<file path="src/rtl/game_mode_ctrl.sv">
// Frame-synchronous game sequencer: START / INGAME / GAMEOVER modes, lives, score and invulnerability.
// Define GAME_PAUSE_EN to add a PAUSE state (right click toggles it) and the paused output.
module game_mode_ctrl #(
    parameter int LIVES_INIT     = 3,
    parameter int INVULN_FRAMES  = 60,
    parameter int GO_HOLD_FRAMES = 120,
    parameter int SCORE_W        = 16
) (
    input  logic               Clk,
    input  logic               Reset,
    input  logic               frame_clk,
    input  logic               leftButton,
    input  logic               rightButton,
    input  logic               hit,
    input  logic               eat,
    output logic               start_signal,
    output logic               ingame_signal,
    output logic               gameover_signal,
    output logic [2:0]         lives,
    output logic [SCORE_W-1:0] score,
    output logic               invuln
`ifdef GAME_PAUSE_EN
    ,
    output logic               paused
`endif
);

    localparam logic [2:0] LIVES_LD = 3'(LIVES_INIT);
    localparam logic [7:0] INV_LD   = 8'(INVULN_FRAMES);
    localparam logic [7:0] HOLD_LD  = 8'(GO_HOLD_FRAMES);

    localparam int IDX_FRAME = 0;
    localparam int IDX_LEFT  = 1;
    localparam int IDX_HIT   = 2;
    localparam int IDX_EAT   = 3;
`ifdef GAME_PAUSE_EN
    localparam int IDX_RIGHT = 4;
    localparam int N_IN      = 5;
`else
    localparam int N_IN      = 4;
`endif

    typedef enum logic [1:0] {
        ST_START    = 2'd0,
        ST_INGAME   = 2'd1,
        ST_GAMEOVER = 2'd2
`ifdef GAME_PAUSE_EN
        ,
        ST_PAUSE    = 2'd3
`endif
    } state_t;

    state_t            state, state_d;
    logic [N_IN-1:0]   async_in, sync1, sync2, sync_prev, pulse;
    logic              frame_tick, lclick, hit_p, eat_p;
    logic              click_pend, hit_pend, pause_req;
    logic [7:0]        inv_cnt, hold_cnt;
    logic              start_d, ingame_d, gameover_d;

`ifdef GAME_PAUSE_EN
    logic              rclick_pend;
    logic              paused_d;

    assign async_in  = {rightButton, eat, hit, leftButton, frame_clk};
    assign pause_req = rclick_pend;
`else
    logic              unused_right_button;

    assign async_in            = {eat, hit, leftButton, frame_clk};
    assign pause_req           = 1'b0;
    assign unused_right_button = rightButton;
`endif

    // Two-flop synchronizers followed by a registered rising-edge detector per input.
    // NOTE: sequential state uses non-blocking assignments so every flop samples pre-edge values.
    always_ff @(posedge Clk or negedge Reset) begin
        if (!Reset) begin
            sync1     <= '0;
            sync2     <= '0;
            sync_prev <= '0;
            pulse     <= '0;
        end else begin
            sync1     <= async_in;
            sync2     <= sync1;
            sync_prev <= sync2;
            pulse     <= sync2 & ~sync_prev;
        end
    end

    assign frame_tick = pulse[IDX_FRAME];
    assign lclick     = pulse[IDX_LEFT];
    assign hit_p      = pulse[IDX_HIT];
    assign eat_p      = pulse[IDX_EAT];

    // Sticky event latches: a new event wins over the frame-tick clear and carries to the next frame.
    always_ff @(posedge Clk or negedge Reset) begin
        if (!Reset) begin
            click_pend <= 1'b0;
            hit_pend   <= 1'b0;
        end else begin
            if (state == ST_GAMEOVER && hold_cnt != 8'd0) click_pend <= 1'b0;
            else if (lclick)                              click_pend <= 1'b1;
            else if (frame_tick)                          click_pend <= 1'b0;

            if (hit_p)           hit_pend <= 1'b1;
            else if (frame_tick) hit_pend <= 1'b0;
        end
    end

`ifdef GAME_PAUSE_EN
    always_ff @(posedge Clk or negedge Reset) begin
        if (!Reset)                     rclick_pend <= 1'b0;
        else if (pulse[IDX_RIGHT])      rclick_pend <= 1'b1;
        else if (frame_tick)            rclick_pend <= 1'b0;
    end
`endif

    // State register; mode outputs are registered alongside it so they stay one-hot and glitch-free.
    always_ff @(posedge Clk or negedge Reset) begin
        if (!Reset) begin
            state           <= ST_START;
            start_signal    <= 1'b1;
            ingame_signal   <= 1'b0;
            gameover_signal <= 1'b0;
`ifdef GAME_PAUSE_EN
            paused          <= 1'b0;
`endif
        end else begin
            state           <= state_d;
            start_signal    <= start_d;
            ingame_signal   <= ingame_d;
            gameover_signal <= gameover_d;
`ifdef GAME_PAUSE_EN
            paused          <= paused_d;
`endif
        end
    end

    // Transitions happen only on a frame tick so the mapper never switches screens mid-frame.
    // NOTE: default assignment first keeps this combinational block free of inferred latches.
    always_comb begin
        state_d = state;
        if (frame_tick) begin
            case (state)
                ST_START:    if (click_pend) state_d = ST_INGAME;
                ST_INGAME: begin
`ifdef GAME_PAUSE_EN
                    if (pause_req) state_d = ST_PAUSE;
                    else
`endif
                    if (hit_pend && !invuln && lives == 3'd1) state_d = ST_GAMEOVER;
                end
                ST_GAMEOVER: if (hold_cnt == 8'd0 && click_pend) state_d = ST_START;
`ifdef GAME_PAUSE_EN
                ST_PAUSE:    if (pause_req) state_d = ST_INGAME;
`endif
                default:     state_d = ST_START;
            endcase
        end
    end

    always_comb begin
        start_d    = (state_d == ST_START);
        gameover_d = (state_d == ST_GAMEOVER);
`ifdef GAME_PAUSE_EN
        paused_d   = (state_d == ST_PAUSE);
        ingame_d   = (state_d == ST_INGAME) || (state_d == ST_PAUSE);
`else
        ingame_d   = (state_d == ST_INGAME);
`endif
    end

    // Lives, score and the two frame counters; a pause request on a tick freezes everything.
    always_ff @(posedge Clk or negedge Reset) begin
        if (!Reset) begin
            lives    <= LIVES_LD;
            score    <= '0;
            invuln   <= 1'b0;
            inv_cnt  <= 8'd0;
            hold_cnt <= 8'd0;
        end else begin
            if (state == ST_INGAME && eat_p && score != '1) score <= score + SCORE_W'(1);

            if (frame_tick) begin
                case (state)
                    ST_START: begin
                        if (click_pend) begin
                            lives   <= LIVES_LD;
                            score   <= '0;
                            invuln  <= 1'b0;
                            inv_cnt <= 8'd0;
                        end
                    end
                    ST_INGAME: begin
                        if (!pause_req) begin
                            if (hit_pend && !invuln) begin
                                if (lives == 3'd1) begin
                                    lives    <= 3'd0;
                                    hold_cnt <= HOLD_LD;
                                end else begin
                                    lives   <= lives - 3'd1;
                                    invuln  <= 1'b1;
                                    inv_cnt <= INV_LD;
                                end
                            end else if (invuln) begin
                                if (inv_cnt <= 8'd1) begin
                                    inv_cnt <= 8'd0;
                                    invuln  <= 1'b0;
                                end else begin
                                    inv_cnt <= inv_cnt - 8'd1;
                                end
                            end
                        end
                    end
                    ST_GAMEOVER: begin
                        if (hold_cnt != 8'd0) hold_cnt <= hold_cnt - 8'd1;
                    end
                    default: ;
                endcase
            end
        end
    end

endmodule

</file>
<file path="config.mk">
export PLATFORM = sky130hd
export DESIGN_NAME = game_mode_ctrl
export DESIGN_NICKNAME = d
export VERILOG_FILES = /design/src/rtl/game_mode_ctrl.sv
export SDC_FILE = /design/constraint.sdc
export NUM_CORES = 1
export LEC_CHECK = 0
export CORE_UTILIZATION = 61
export DETAILED_ROUTE_END_ITERATION = 6
export GPL_TIMING_DRIVEN = 0
export HOLD_SLACK_MARGIN = 0.02
export PLACE_DENSITY = 0.84
export SETUP_SLACK_MARGIN = 0.2
export SYNTH_ARGS = -nofsm -noshare
export SYNTH_HDL_FRONTEND = slang
export SYNTH_SLANG_ARGS = --single-unit
</file>
<file path="constraint.sdc">
create_clock -name Clk -period 4.7 [get_ports Clk]
set_clock_uncertainty 0.2 [all_clocks]
set_input_delay 0.94 -clock Clk [delete_from_list [all_inputs] [get_ports Clk]]
set_output_delay 0.94 -clock Clk [all_outputs]
set_load 0.02 [all_outputs]
</file>
Word-level counts from Yosys, hierarchy flattened
Cells that the tools add are included.

Add/sub/neg operators: 4. $lt $le $gt $ge: 1. Equal/unequal tests: 12. Muxes and demuxes: 33. Bitwise gates (word level): 2. Reduce and logical (&&, ||, !) cells: 19.

Operators with widths (count): two-way mux 16 bit (4); two-way mux 8 bit (8); one-hot mux 8 bit (2 select lines) (2); adder 16 x 1 -> 16 bit, second input constant (1); inequality test 16 bit, second input constant (1); subtractor 8 x 1 -> 8 bit, second input constant (2); AND reduction 5 bit (2); two-way mux 1 bit (9); two-way mux 3 bit (3); less-or-equal comparator 8 x 1 -> 1 bit, second input constant (1); zero test 8 bit (1); two-way mux 2 bit (4); AND reduction 4 bit (2); nonzero test 8 bit (1); logical AND 1 bit (6); inequality test 2 bit, second input constant (3); inequality test 3 bit, second input constant (2); one-hot mux 2 bit (3 select lines) (1); one-hot mux 3 bit (2 select lines) (1); nonzero test 2 bit (3); bitwise AND 4 bit (1); == test 2 x 1 -> 1 bit, second input constant (2); == test 2 bit, second input constant (2); zero test 2 bit (2); other kinds (7) (7).

Register bits: 59. Input bits: 7. Output and inout port bits: 23. Word-level logic and storage cells: 86.

Depth between registers and ports, before layout
Word-level depth: 7. Mapped depth: 6. Mapped depth without buffers: 6.

Worst setup path before layout
OpenSTA, ideal clock, no wires.

Path type: reg-to-reg. From: register lives[0]. To: register hold_cnt[6]. Library setup time: 0.131 ns. Data arrival time: 1.787 ns. Required time: 4.369 ns. Setup slack: 2.582 ns. Cell stages (with the launch flop): 6. Buffers on the path: 0. Period minus slack after synthesis: 2.118 ns. Cell sequence: dfstp_2 ha_1 and4bb_2 o221ai_2 o31a_1 or3_1.

Word-level cells in the longest chain between the ends: 3.

Ends and longest elaborated chain: start, declared (line 19) `output logic [2:0] lives,`; start signal, assigned (line 201) `lives <= lives - 3'd1;`; == test 3 x 1 -> 1 bit (line 197) `if (lives == 3'd1) begin`; inequality test 2 bit (no line); AND reduction 5 bit (no line); end signal, assigned (line 216) `if (hold_cnt != 8'd0) hold_cnt <= hold_cnt - 8'd1;`; end, declared (line 57) `logic [7:0] inv_cnt, hold_cnt;`.

No other way between the ends. A chain may end at the register's enable or synchronous reset.

Final worst setup path
From: register score[4]. To: output score[4].

RTL lines: start, declared (line 20) `output logic [SCORE_W-1:0] score,`; start signal, assigned (line 182) `if (state == ST_INGAME && eat_p && score != '1) score <= score + SCORE_W'(1);`.

No word-level cell between the ends.

==> impl_metrics.json <==
{
  "status": "finished, final reports clean",
  "ios": 30,
  "p_leak_nw": 1.44,
  "ant_nets": 0,
  "synth.distinct_cells": 62,
  "ys.flop_type": "dfrtp_1",
  "holdBufCountCts": 0,
  "clock-root-buffer": "clkbuf_8",
  "cts_made_buffers": 9,
  "placed_cell_area_um2": 3430,
  "power_density_nw_per_um2": 479,
  "cp_slowest_cell": "clkdlybuf4s50_1",
  "multi_input_area_um2": 1500,
  "synthCells": 295,
  "clock_latency_ps": 340,
  "max_freq_ghz": 0.376,
  "synth_top_area_share_pct": 45.9,
  "timing.rr.start": "score[0]",
  "async_flop_share_pct": 100,
  "portBuffers": 28,
  "fin_util_pct": 76.3,
  "critPathBufInv": 1,
  "setup_viol": 0,
  "ys_ff_latch": 59,
  "synth_seq_area_share_pct": 48.4,
  "rows": 25,
  "clockBufferDepth": 2,
  "antenna_cells": 0,
  "maxCapViolations": 0,
  "synthTopCellsByArea": "dfrtp_1 (46%), ha_1 (2.9%), o31ai_1 (2.7%), a21oi_1 (2.6%), dfstp_2 (2.6%)",
  "tightest_slew_ps": 848,
  "fillers": 347,
  "worst_setup_path_end_kind": "output port",
  "p_total_mw": 1.75,
  "synth_top_area_cell": "dfrtp_1",
  "required_ps": 3560,
  "hpwl_um": 4680,
  "r2r_slack_ps": 2450,
  "grt_pass1_wl_um": 10800,
  "post-route-period-util_pct": 56.6,
  "nets": 349,
  "crit_fanout": 8,
  "drv_slew": 0,
  "cts.sinks": 59,
  "cpPeakStageDelay_ps": 690,
  "synth_edf_count": 0,
  "rsz0062_at_grt": "false",
  "wl_um": 6620,
  "wl_per_cell_um": 16.3,
  "via_count": 2549,
  "antenna_found_initial": 0,
  "period_needed_ps": 2660,
  "grt_start_max_net_pins": 31,
  "hold_viol": 0,
  "layout-drive-gt1-share_pct": 13.5,
  "setup_ws_ps": 2040,
  "routed_via_density": 6.26,
  "design_area_um2": 3650,
  "syn_nets": 309,
  "netlist_area_um2": 3060,
  "yosysWarnings": 0,
  "synth_area_per_cell_um2": 10.4,
  "core_um2": 4790,
  "cts_tree": "yes",
  "crit_chain": "clkdlybuf4s50_1",
  "post_cts_buffers": 0,
  "startpoint_type": "register",
  "die_w_um": 72.8,
  "critPathKind": "register to output port",
  "syn_to_final_growth_pct": 19.5,
  "overflow": 0,
  "regArea_um2": 1480,
  "drc_errors": 0,
  "die_y_um": 72.8,
  "dp_slack_ps": 2420,
  "peakVddDrop_v": 0.000399,
  "crit_start": "score[4]",
  "r2r-end": "score[7]",
  "first_pass_iters": 4,
  "grt_pass1_vias": 2319,
  "h-tree-depth": 3,
  "max_slew_margin_pct": 43.0,
  "endpoint": "score[4]",
  "start_util_pct": 63.8,
  "grt.total_usage_pct": 27.3,
  "r2r_cells": 5,
  "cp_top_family": "buffers and inverters",
  "fin_setup_tns_ps": 0,
  "cp.depth": 1,
  "drt_iter0_markers": 202,
  "dieArea_um2": 5300,
  "place.gp.congestion": 0.890,
  "ctsResizeCount": 0,
  "hold_class": "register to register",
  "critPathArrivalTime_ps": 1520,
  "clk_pin_slew_ps": 70
}
-- report_power, final --
group          internal (mW)  switching (mW)  total [mW]
clock network          0.299           0.203       0.502
logic                  0.235           0.272       0.507
registers              0.612           0.129       0.741
-- logic make-up (layout without fill, tap and decap cells) --
group	Yosys count	count (layout)	synth area share, %
adders and majority gates	7	7	2.87
buffers and inverters	19	64	2.50
DFF	59	59	48.4
and+or+nand+nor	129	129	25.8
xor gates and xnor gates	1	1	0.287
AOI/OAI and AO/OA	75	75	18.4
muxes	5	5	1.68
-- state kept, by name, indices dropped and copies added, names as in the netlist --
| name | flops |
|---|---|
| start_signal | 1 |
| lives | 3 |
| invuln | 1 |
| gameover_signal | 1 |
| sync1 | 4 |
| click_pend | 1 |
| score | 16 |
| sync_prev | 4 |
| inv_cnt | 8 |
| hold_cnt | 8 |
| ingame_signal | 1 |
| hit_pend | 1 |
| state | 2 |
| pulse | 4 |
| sync2 | 4 |
-- placed cells by master, fill, tap and decap left out, types with 8 or more instances in the layout --
cell and n:
a21oi_1 16, clkdlybuf4s50_1 27, o21ai_0 8, dfrtp_1 56, clkbuf_8 9, o31ai_1 11, inv_1 13, o211ai_1 8
nand2_1 15, nor2_1 21, nor2b_1 12, nand4_1 8, nand3_1 12
-- cell type report --
cell class	instances	area share [%]
clock buffers	10	3.49
repair buffers	29	8.08
well taps	67	2.30
inverters	13	1.34
plain buffers	6	0.754
flip-flops and latches	59	40.5
clock inverters	6	2.47
multi-input cells	217	41.0
-- layer usage --
layer	part of all wire, %	track usage, %	routed length (µm)
met1	45	35.6	2960
met3	5.2	5.25	347
met2	48	42.8	3150
met5	0	0	0
met4	2.6	15.5	170
-- Yosys cell counts (5+ instances only) --
| cell | number |
|---|---|
| dfrtp_1 | 56 |
| nor2_1 | 21 |
| a21oi_1 | 16 |
| nand2_1 | 15 |
| inv_1 | 13 |
| nand3_1 | 12 |
| nor2b_1 | 12 |
| o31ai_1 | 11 |
| nand4_1 | 8 |
| o211ai_1 | 8 |
| o21ai_0 | 8 |
| ha_1 | 7 |
| nor3_1 | 7 |
| or3_1 | 7 |
| or4_1 | 7 |
| a31oi_1 | 5 |
| nor3b_1 | 5 |
| nor4_1 | 5 |
-- worst min-delay path by stage --
stage	slack [ps]	cells after the start	endpoint	startpoint
4_1_cts	160	0	sync2[2]	sync1[2]
2_1_floorplan	130	0	sync2[0]	sync1[0]
5_1_grt	170	0	sync2[3]	sync1[3]
6_report	160	0	sync2[2]	sync1[2]
3_5_place_dp	140	0	sync2[3]	sync1[3]
3_3_place_gp	130	0	sync2[1]	sync1[1]
-- per-stage QoR --
step / cells / hold slack [ps]
4_1_cts: 407 / 158
5_1_grt: 407 / 167
6_report: 407 / 156
3_5_place_dp: 391 / 138
2_1_floorplan: 295 / 131
3_3_place_gp: 390 / 133
Power figures use the tool's default switching activity.
